[src/rtl/id_ctrl_decode.sv]
// Decode-stage control: field decode, second read-port select, bubble
// gating and the ID/EX control pipeline register.
module id_ctrl_decode #(
   parameter int CTRL_W = 9
) (
   input  logic              clk,
   input  logic              rst,
   input  logic              s_bit,
   input  logic [1:0]        mode,
   input  logic [3:0]        opcode,
   input  logic [3:0]        rm,
   input  logic [3:0]        rd,
   input  logic              cond_ok,
   input  logic              hazard,
   input  logic              flush,
   output logic [3:0]        src2,
   output logic              two_src,
   output logic [CTRL_W-1:0] ctrl_bundle,
   output logic              wb_en_ex,
   output logic              mem_read_ex,
   output logic              mem_write_ex,
   output logic              b_ex,
   output logic              s_ex,
   output logic [3:0]        exe_cmd_ex
);

   logic       s_dec;
   logic       b_dec;
   logic       mw_dec;
   logic       mr_dec;
   logic       wb_dec;
   logic [3:0] cmd_dec;
   logic       sel;

   always_comb begin
      s_dec   = 1'b0;
      b_dec   = 1'b0;
      mw_dec  = 1'b0;
      mr_dec  = 1'b0;
      wb_dec  = 1'b0;
      cmd_dec = 4'b0000;
      unique case (mode)
         2'b00: begin
            s_dec = s_bit;
            case (opcode)
               4'b1101: begin cmd_dec = 4'b0001; wb_dec = 1'b1; end
               4'b1111: begin cmd_dec = 4'b1001; wb_dec = 1'b1; end
               4'b0100: begin cmd_dec = 4'b0010; wb_dec = 1'b1; end
               4'b0101: begin cmd_dec = 4'b0011; wb_dec = 1'b1; end
               4'b0010: begin cmd_dec = 4'b0100; wb_dec = 1'b1; end
               4'b0110: begin cmd_dec = 4'b0101; wb_dec = 1'b1; end
               4'b0000: begin cmd_dec = 4'b0110; wb_dec = 1'b1; end
               4'b1100: begin cmd_dec = 4'b0111; wb_dec = 1'b1; end
               4'b0001: begin cmd_dec = 4'b1000; wb_dec = 1'b1; end
               4'b1010: cmd_dec = 4'b0100;
               4'b1000: cmd_dec = 4'b0110;
               default: s_dec = 1'b0;
            endcase
         end
         2'b01: begin
            cmd_dec = 4'b0010;
            mr_dec  = s_bit;
            wb_dec  = s_bit;
            mw_dec  = ~s_bit;
         end
         2'b10: b_dec = 1'b1;
         default: ;
      endcase
   end

   // STR reads its data register through the second port
   assign src2    = mw_dec ? rd : rm;
   assign two_src = mw_dec | (mode == 2'b00);

   assign sel = ~cond_ok | hazard;

   always_comb begin
      ctrl_bundle = '0;
      if (!sel)
         ctrl_bundle = {s_dec, b_dec, cmd_dec, mw_dec, mr_dec, wb_dec};
   end

   always_ff @(posedge clk or negedge rst) begin
      if (!rst) begin
         s_ex         <= 1'b0;
         b_ex         <= 1'b0;
         exe_cmd_ex   <= 4'b0000;
         mem_write_ex <= 1'b0;
         mem_read_ex  <= 1'b0;
         wb_en_ex     <= 1'b0;
      end else if (flush) begin
         s_ex         <= 1'b0;
         b_ex         <= 1'b0;
         exe_cmd_ex   <= 4'b0000;
         mem_write_ex <= 1'b0;
         mem_read_ex  <= 1'b0;
         wb_en_ex     <= 1'b0;
      end else begin
         {s_ex, b_ex, exe_cmd_ex, mem_write_ex, mem_read_ex, wb_en_ex}
            <= ctrl_bundle[8:0];
      end
   end

endmodule

[config.mk]
export PLATFORM = sky130hd
export DESIGN_NAME = id_ctrl_decode
export DESIGN_NICKNAME = d
export VERILOG_FILES = /design/src/rtl/id_ctrl_decode.sv
export SDC_FILE = /design/constraint.sdc
export NUM_CORES = 1
export LEC_CHECK = 0
export CAP_MARGIN = 20
export CORE_MARGIN = 2
export CORE_UTILIZATION = 30
export CTS_BUF_LIST = sky130_fd_sc_hd__clkbuf_8
export DETAILED_ROUTE_END_ITERATION = 7
export PLACE_DENSITY = 0.76
export SKIP_CTS_REPAIR_TIMING = 1
export SLEW_MARGIN = 15
export SYNTH_ARGS = -nofsm -noshare
export SYNTH_HDL_FRONTEND = slang
export SYNTH_SLANG_ARGS = --single-unit
[constraint.sdc]
create_clock -name clk -period 1.17 [get_ports clk]
set_input_delay 0.117 -clock clk [delete_from_list [all_inputs] [get_ports clk]]
set_output_delay 0.117 -clock clk [all_outputs]
set_load 0.005 [all_outputs]
Word level (Yosys, flattened, before mapping)

Index checks and enable logic that the tools add are counted.

Equality and inequality tests: 12
Reductions and logical operators: 6
Bitwise logic cells: 4
Muxes and demuxes: 17

Operators by type and width:

| operator                                            | count |
|---|---|
| one-hot mux 4 bit (9 select lines)                  | 1 |
| equality test 4 bit, second input constant          | 5 |
| equality test 4 x 3 -> 1 bit, second input constant | 3 |
| 2-to-1 mux 1 bit                                    | 11 |
| OR reduction 11 bit                                 | 1 |
| 2-to-1 mux 9 bit                                    | 1 |
| OR reduction 9 bit                                  | 1 |
| 2-to-1 mux 4 bit                                    | 2 |
| one-hot mux 4 bit (2 select lines)                  | 1 |
| equality test 4 x 1 -> 1 bit, second input constant | 1 |
| equality test 4 x 2 -> 1 bit, second input constant | 1 |
| logical NOT 4 bit                                   | 1 |
| OR reduction 2 bit                                  | 2 |
| equality test 2 x 1 -> 1 bit, second input constant | 1 |
| equality test 2 bit, second input constant          | 1 |
| logical NOT 2 bit                                   | 1 |
| NOT 1 bit                                           | 2 |
| OR 1 bit                                            | 2 |
| one-hot mux 1 bit (2 select lines)                  | 1 |

Word-level logic and storage cells: 45
Output and inout bits: 23
Register bits: 9

Longest topological paths before layout

Gate-level depths: netlist of the first run.

Depth after elaboration: 6
Gate-level depth with buffers: 4
Mapped depth without buffers: 3

Worst setup path before layout of the first run

Ideal clock, no wire load.

Path kind: in2out
From: input port mode[1]
To: output port ctrl_bundle[0]
Arrival time: 1.004 ns
Path slack: 0.049 ns
Buffers on the path: 0
Stages on the path: 3
Cell sequence: or4b_4 a211o_1 nand2_1

Cells in the longest elaborated chain, start to end: 3
Elaborated cells between the ends (all ways): 4
Classes of those cells: 1 x eq/ne; 2 x mux; 1 x reduce/logical

Ends and longest elaborated chain:

| what                                                                     | RTL line | text |
|---|---|---|
| from (decl)                                                              | 9        | `input logic [1:0] mode,` |
| equality test 2 x 1 -> 1 bit / logical NOT 2 bit (equally long branches) | 42       | `unique case (mode)` |
| one-hot mux 1 bit (2 select lines) (*)                                   | 42       |  |
| 2-to-1 mux 9 bit (*)                                                     | 79       | `if (!sel)` |
| to (decl)                                                                | 18       | `output logic [CTRL_W-1:0] ctrl_bundle,` |

Every way passes the cells marked *; elsewhere a longest branch is shown, timed or not.

Worst setup path in the final report of the first run

From: input port hazard
To: output port ctrl_bundle[0]

Cells in the longest elaborated chain, start to end: 2

Ends and longest elaborated chain:

| what             | RTL line | text |
|---|---|---|
| from (decl)      | 14       | `input logic hazard,` |
| OR 1 bit         | 75       | `assign sel = ~cond_ok \| hazard;` |
| 2-to-1 mux 9 bit | 79       |  |

Every way passes these cells.

==> results of run 1 <==
==> final timing paths <==
| check | cells past startpoint | slack, ns | from | end |
|---|---|---|---|---|
| min | 1 | 0.17 | rst | mem_read_ex |
| max | 5 | -0.21 | hazard | ctrl_bundle[0] |
| min in group clk | 3 | 0.24 | flush | wb_en_ex |
| max in group asynchronous | 1 | 0.73 | rst | wb_en_ex |
==> power by group through the flow <==
stage / Clock (µW) / Sequential (µW) / Combinational, µW
floorplan: 0 / 322 / 70.6
global placement: 0 / 321 / 240
detailed placement: 0 / 321 / 244
CTS: 340 / 317 / 245
global route: 358 / 317 / 278
finish: 339 / 317 / 258
==> layout make-up <==
type	count	area [µm²]	share of cell area [%]
clock buffers	3	41.3	3.33
inverters	2	7.51	0.605
repair buffers	62	573	46.2
well taps	25	31.3	2.52
flip-flops and latches	9	225	18.2
multi-input cells	44	358	28.9
clock inverters	1	3.75	0.303
==> routing by layer <==
layer | GRT usage (%) | share of wire, %
met1 | 19.0 | 39
met2 | 28.9 | 54
met3 | 2.35 | 5.6
met4 | 5.71 | 1.1
met5 | 0 | 0
==> registers in the layout, indices dropped and copies added, names as in the netlist <==
signal	count
exe_cmd_ex	4
b_ex	1
mem_read_ex	1
mem_write_ex	1
s_ex	1
wb_en_ex	1
==> synth_stat cells, drive strengths merged <==
cell	instances	area share, %
or4b	1	2.5
or4	1	1.4
nor4	1	1.2
dfrtp	9	41
nor2b	3	3.5
a211oi	3	4.1
clkbuf	3	2.1
nand3	1	0.92
nand2	1	0.69
o211ai	1	1.4
or3	1	1.2
inv	2	1.4
nor3b	1	1.4
a211o	2	3.2
mux2	4	8.3
o21ai	2	1.8
nand3b	1	1.4
o21a	1	1.4
a21oi	3	3.5
xor2	2	3.2
nor2	6	4.1
nand2b	3	3.5
nor3	4	3.7
xnor2	1	1.6
and3	1	1.2
==> per-stage QoR <==
| step | std cells | area [µm²] | hold WS [ns] | worst slack [ns] |
|---|---|---|---|---|
| after floorplan | 58 | 543 | -0.179 | 0.0486 |
| after global placement | 139 | 1110 | 0.419 | -0.903 |
| after detailed placement | 139 | 1110 | 0.425 | -0.934 |
| after CTS | 143 | 1160 | 0.187 | -0.944 |
| after global routing | 146 | 1240 | 0.218 | -0.240 |
| final | 146 | 1240 | 0.173 | -0.209 |
==> worst max-delay path, cell delays in order <==
cell and delay [ns]:
buf_6 0.09, or4b_4 0.56, a211o_1 0.31, nand2_1 0.07
buf_2 0.11
==> cell families after synthesis <==
family	share of synthesized area (%)
buf+inv	3.46
simple gates	26.5
xor+xnor	4.84
flops	41.5
compound gates	15.4
mux	8.29
==> impl_metrics.yaml, run 1 <==
timing:
  fin_crit_ns: 1.38
  max_freq_mhz: 725
  slew_violations: 0
  worst_slew_pin_slew_ns: 0.372
  setup_viol: 9
  finalSetupTns_ns: -0.879
  rsz0062_at_grt: "yes"
  post-route-period-util_pct: 118
  hold_viol: 0
  worst_slack_ns: -0.209
  max-slew-margin-rel_pct: 75.0
cts:
  cts_max_path_buffers: 2
  cts_tree: "built"
  cts_root_buf: "clkbuf_8"
  cts_max_level: 1
  numCtsBuffers: 3
  clk_pin_slew_ns: 0.04
  clock_sinks: 9
final_layout:
  final_cell_mix: "19 x dlymetal6s2s_1, 18 x buf_4, 10 x clkdlybuf4s50_1"
  finish.utilization_pct: 72.6
  final_common_cell: "dlymetal6s2s_1"
  drive_gt1_share_pct: 41.3
  fillers: 111
  area_delta_synth_final_pct: 128
  fin_nets: 142
  antennaDiodeCount: 0
detailed_routing:
  finalWirelength_mm: 1.97
  ant_nets: 0
  drc_errors: 0
  wire_per_inst_um: 13.5
  dr.pass1.iters: 4
  vias_per_cell: 4.82
  drt_iter0_markers: 10
  vias: 704
run_status:
  outcome: "finished with violations"
  violations: "negative setup slack"
flow_run:
  drv_cap: 0
placed_design:
  place_congestion: 0.742
  post-dp-hpwl_mm: 1.38
  io_buffers: 42
logic_synthesis:
  synth_area_um2: 543
  netlist-cell-type-count: 26
  synth_area_per_cell_um2: 9.36
  ys_seq_elements: 9
  netlist_instances: 58
  ys_warn_count: 0
  synthesis.nets: 78
  yosysSeqAreaShare_pct: 41.5
power:
  share_seq_of_total_power_pct: 34.7
  p_switching_uw: 215
  p_leak_uw: 0.000824
  powerDensity_nw_per_um2: 736
  ir_drop_mv: 0.450
  pwr-share-clk_pct: 37.1
  report.power.total_uw: 913
  swShare_pct: 23.5
  internal_power_uw: 698
  combPwrFrac_pct: 28.2
floorplan:
  chipWidth_um: 46.5
  start_util_pct: 31.8
  fp-row-count: 15
  dieArea_um2: 2170
  coreArea_um2: 1710
  pin_count: 43
  die_y_um: 46.5
critical_path:
  critPathRequiredTime_ns: 1.05
  critical_path_class: "in2out"
  crit_arrival_ns: 1.26
  end_kind: "output pin"
  crit_path_start_kind: "input port"
  crit_path_max_fanout: 4
grt:
  grt_use_total_pct: 16.1
  grt_max_degree: 10
  grt_antenna_before_repair: 0
  grt-ovfl-total: 0
  grt_pass1_vias: 581
  grt_pass1_wl_mm: 2.51
min_path:
  min_path_type: "in2async"
No activity file was read; power rests on OpenSTA's default activity.
==> run 2: changes to the inputs <==
--- a/config.mk
+++ b/config.mk
@@ -10,6 +10,7 @@
 export CORE_UTILIZATION = 30
 export CTS_BUF_LIST = sky130_fd_sc_hd__clkbuf_8
 export DETAILED_ROUTE_END_ITERATION = 7
+export GPL_ROUTABILITY_DRIVEN = 0
 export PLACE_DENSITY = 0.76
 export SKIP_CTS_REPAIR_TIMING = 1
 export SLEW_MARGIN = 15
==> results of run 2 <==
Final layout, timing and power as in run 1 (identical DEF).
==> run 3: changes to the inputs <==
--- a/config.mk
+++ b/config.mk
@@ -7,13 +7,15 @@
 export LEC_CHECK = 0
 export CAP_MARGIN = 20
 export CORE_MARGIN = 2
-export CORE_UTILIZATION = 30
+export CORE_UTILIZATION = 33
 export CTS_BUF_LIST = sky130_fd_sc_hd__clkbuf_8
 export DETAILED_ROUTE_END_ITERATION = 7
 export GPL_ROUTABILITY_DRIVEN = 0
-export PLACE_DENSITY = 0.76
+export PLACE_DENSITY = 0.82
+export RECOVER_POWER = 25
 export SKIP_CTS_REPAIR_TIMING = 1
 export SLEW_MARGIN = 15
 export SYNTH_ARGS = -nofsm -noshare
 export SYNTH_HDL_FRONTEND = slang
 export SYNTH_SLANG_ARGS = --single-unit
+export TNS_END_PERCENT = 1
==> run 3 against run 2 <==
The flow still finishes with violations (negative setup slack). Wire length rose by 13%. Non-clock buffer count rose by 9. Power rose by 3.0%. Via count rose by 4.1%. Hold slack improved by 0.077 ns. Fmax fell by 1.5%. Utilization rose by 14 points. Sequential power barely moved. Largest power group unchanged. Clock power fell by 2%. Sequential share of layout area fell by 1.0 points. Final area rose by 5.9%. Flip-flop and latch count did not move.
==> impl_metrics.yaml, run 3 (synthesized netlist as in run 1, its figures left out) <==
run_status:
  outcome: "finished with violations"
  violations: "negative setup slack"
detailed_routing:
  topRoutingLayerUsed: "met4"
  vias: 733
  vias_per_cell: 5.02
  met1_length_um: 834
  wire_per_inst_um: 15.2
  drc_errors: 0
  met2_length_mm: 1.18
  dr.pass1.iters: 4
  wl_met3_um: 173
  ant_nets: 0
  finalWirelength_mm: 2.22
  drt_iter0_markers: 6
grt:
  grt-ovfl-total: 0
  grt_max_degree: 10
  grt_antenna_before_repair: 0
  grt_pass1_vias: 681
  grt_pass1_wl_mm: 2.82
  grt_use_total_pct: 19.7
critical_path:
  cp_top_family: "buffers and inverters"
  end_kind: "output pin"
  cp_common_cell: "buf_6"
  slowest_delay_ns: 0.29
  critPathBufInv: 6
  critPathRequiredTime_ns: 1.05
  crit_path_max_fanout: 5
  cp_cell_sequence: "buf_6, buf_6, nand2b_4, nor2_2, buf_4, buf_6, buf_6, mux2_4, buf_6"
  crit_path_start_kind: "input port"
  critical_path_class: "in2out"
  crit_arrival_ns: 1.28
  cp_slowest_cell: "mux2_4"
cts:
  clk_pin_slew_ns: 0.04
  numCtsBuffers: 3
  cts_max_path_buffers: 2
  cts_max_level: 1
  cts_root_buf: "clkbuf_8"
  clock_sinks: 9
  cts_tree: "built"
power:
  powerDensity_nw_per_um2: 717
  p_leak_uw: 0.000851
  report.power.total_uw: 941
  ir_drop_mv: 0.383
timing:
  fin_crit_ns: 1.40
  max-slew-margin-rel_pct: 74.4
  setup_viol: 14
  post-route-period-util_pct: 120
  max_freq_mhz: 714
  hold_viol: 0
  slew_violations: 0
  holdWs_ns: 0.249
  rsz0062_at_grt: "yes"
  worst_slack_ns: -0.231
  finalSetupTns_ns: -1.30
  worst_slew_pin_slew_ns: 0.383
floorplan:
  die_y_um: 44.6
  chipWidth_um: 44.6
  start_util_pct: 35.6
  pin_count: 43
  coreArea_um2: 1520
  dieArea_um2: 1990
  fp-row-count: 14
final_layout:
  drive_gt1_share_pct: 46.2
  final_cell_mix: "22 x buf_4, 17 x dlymetal6s2s_1, 11 x clkdlybuf4s50_1"
  fin_nets: 151
  largest_reg_flops: 4
  top_register: "exe_cmd_ex"
  area_delta_synth_final_pct: 142
  fillers: 77
  final_common_cell: "buf_4"
  antennaDiodeCount: 0
placed_design:
  io_buffers: 42
  post-dp-hpwl_mm: 1.52
min_path:
  min_path_type: "in2async"
flow_run:
  drv_cap: 0
run 3: path summary, 6_finish.rpt:
kind / from / end / slack, ns / depth (start not counted)
setup / recovery: mode[1] / src2[1] / -0.23 / 9
hold / removal: rst / exe_cmd_ex[1] / 0.25 / 1
max in group asynchronous: rst / mem_write_ex / 0.65 / 1
min in group clk: mode[1] / exe_cmd_ex[2] / 0.31 / 4
run 3: final cells by class:
| type | count | area [µm²] | area share [%] |
|---|---|---|---|
| clock inverter | 1 | 3.75 | 0.286 |
| tap | 16 | 20.0 | 1.53 |
| timing repair buffer | 71 | 661 | 50.3 |
| inverter | 2 | 7.51 | 0.572 |
| multi-input combinational | 44 | 354 | 27.0 |
| clock buffer | 3 | 41.3 | 3.15 |
| sequential | 9 | 225 | 17.2 |
run 3: layer usage:
| metal | vias to the layer above | global-route usage (%) |
|---|---|---|
| li1 | 353 | - |
| met1 | 342 | 21.1 |
| met2 | 34 | 35.4 |
| met3 | 4 | 5.31 |
| met4 | 0 | 9.09 |
| met5 | - | 0 |
run 3: report_power, final:
group	internal, µW	total, µW	switching (µW)
clock network	227	333	106
logic	178	291	113
registers	316	317	0.906
total	721	941	219
run 3: metrics by stage:
| stage | util, % | instance area (µm²) | setup WS (ns) | instances |
|---|---|---|---|---|
| final | 86.1 | 1310 | -0.231 | 146 |
| after global routing | 86.1 | 1310 | -0.274 | 146 |
| after CTS | 77.6 | 1180 | -0.875 | 139 |
| after detailed placement | 74.6 | 1140 | -0.872 | 135 |
| after global placement | 74.6 | 1140 | -0.855 | 135 |
| after floorplan | - | 543 | 0.0486 | 58 |
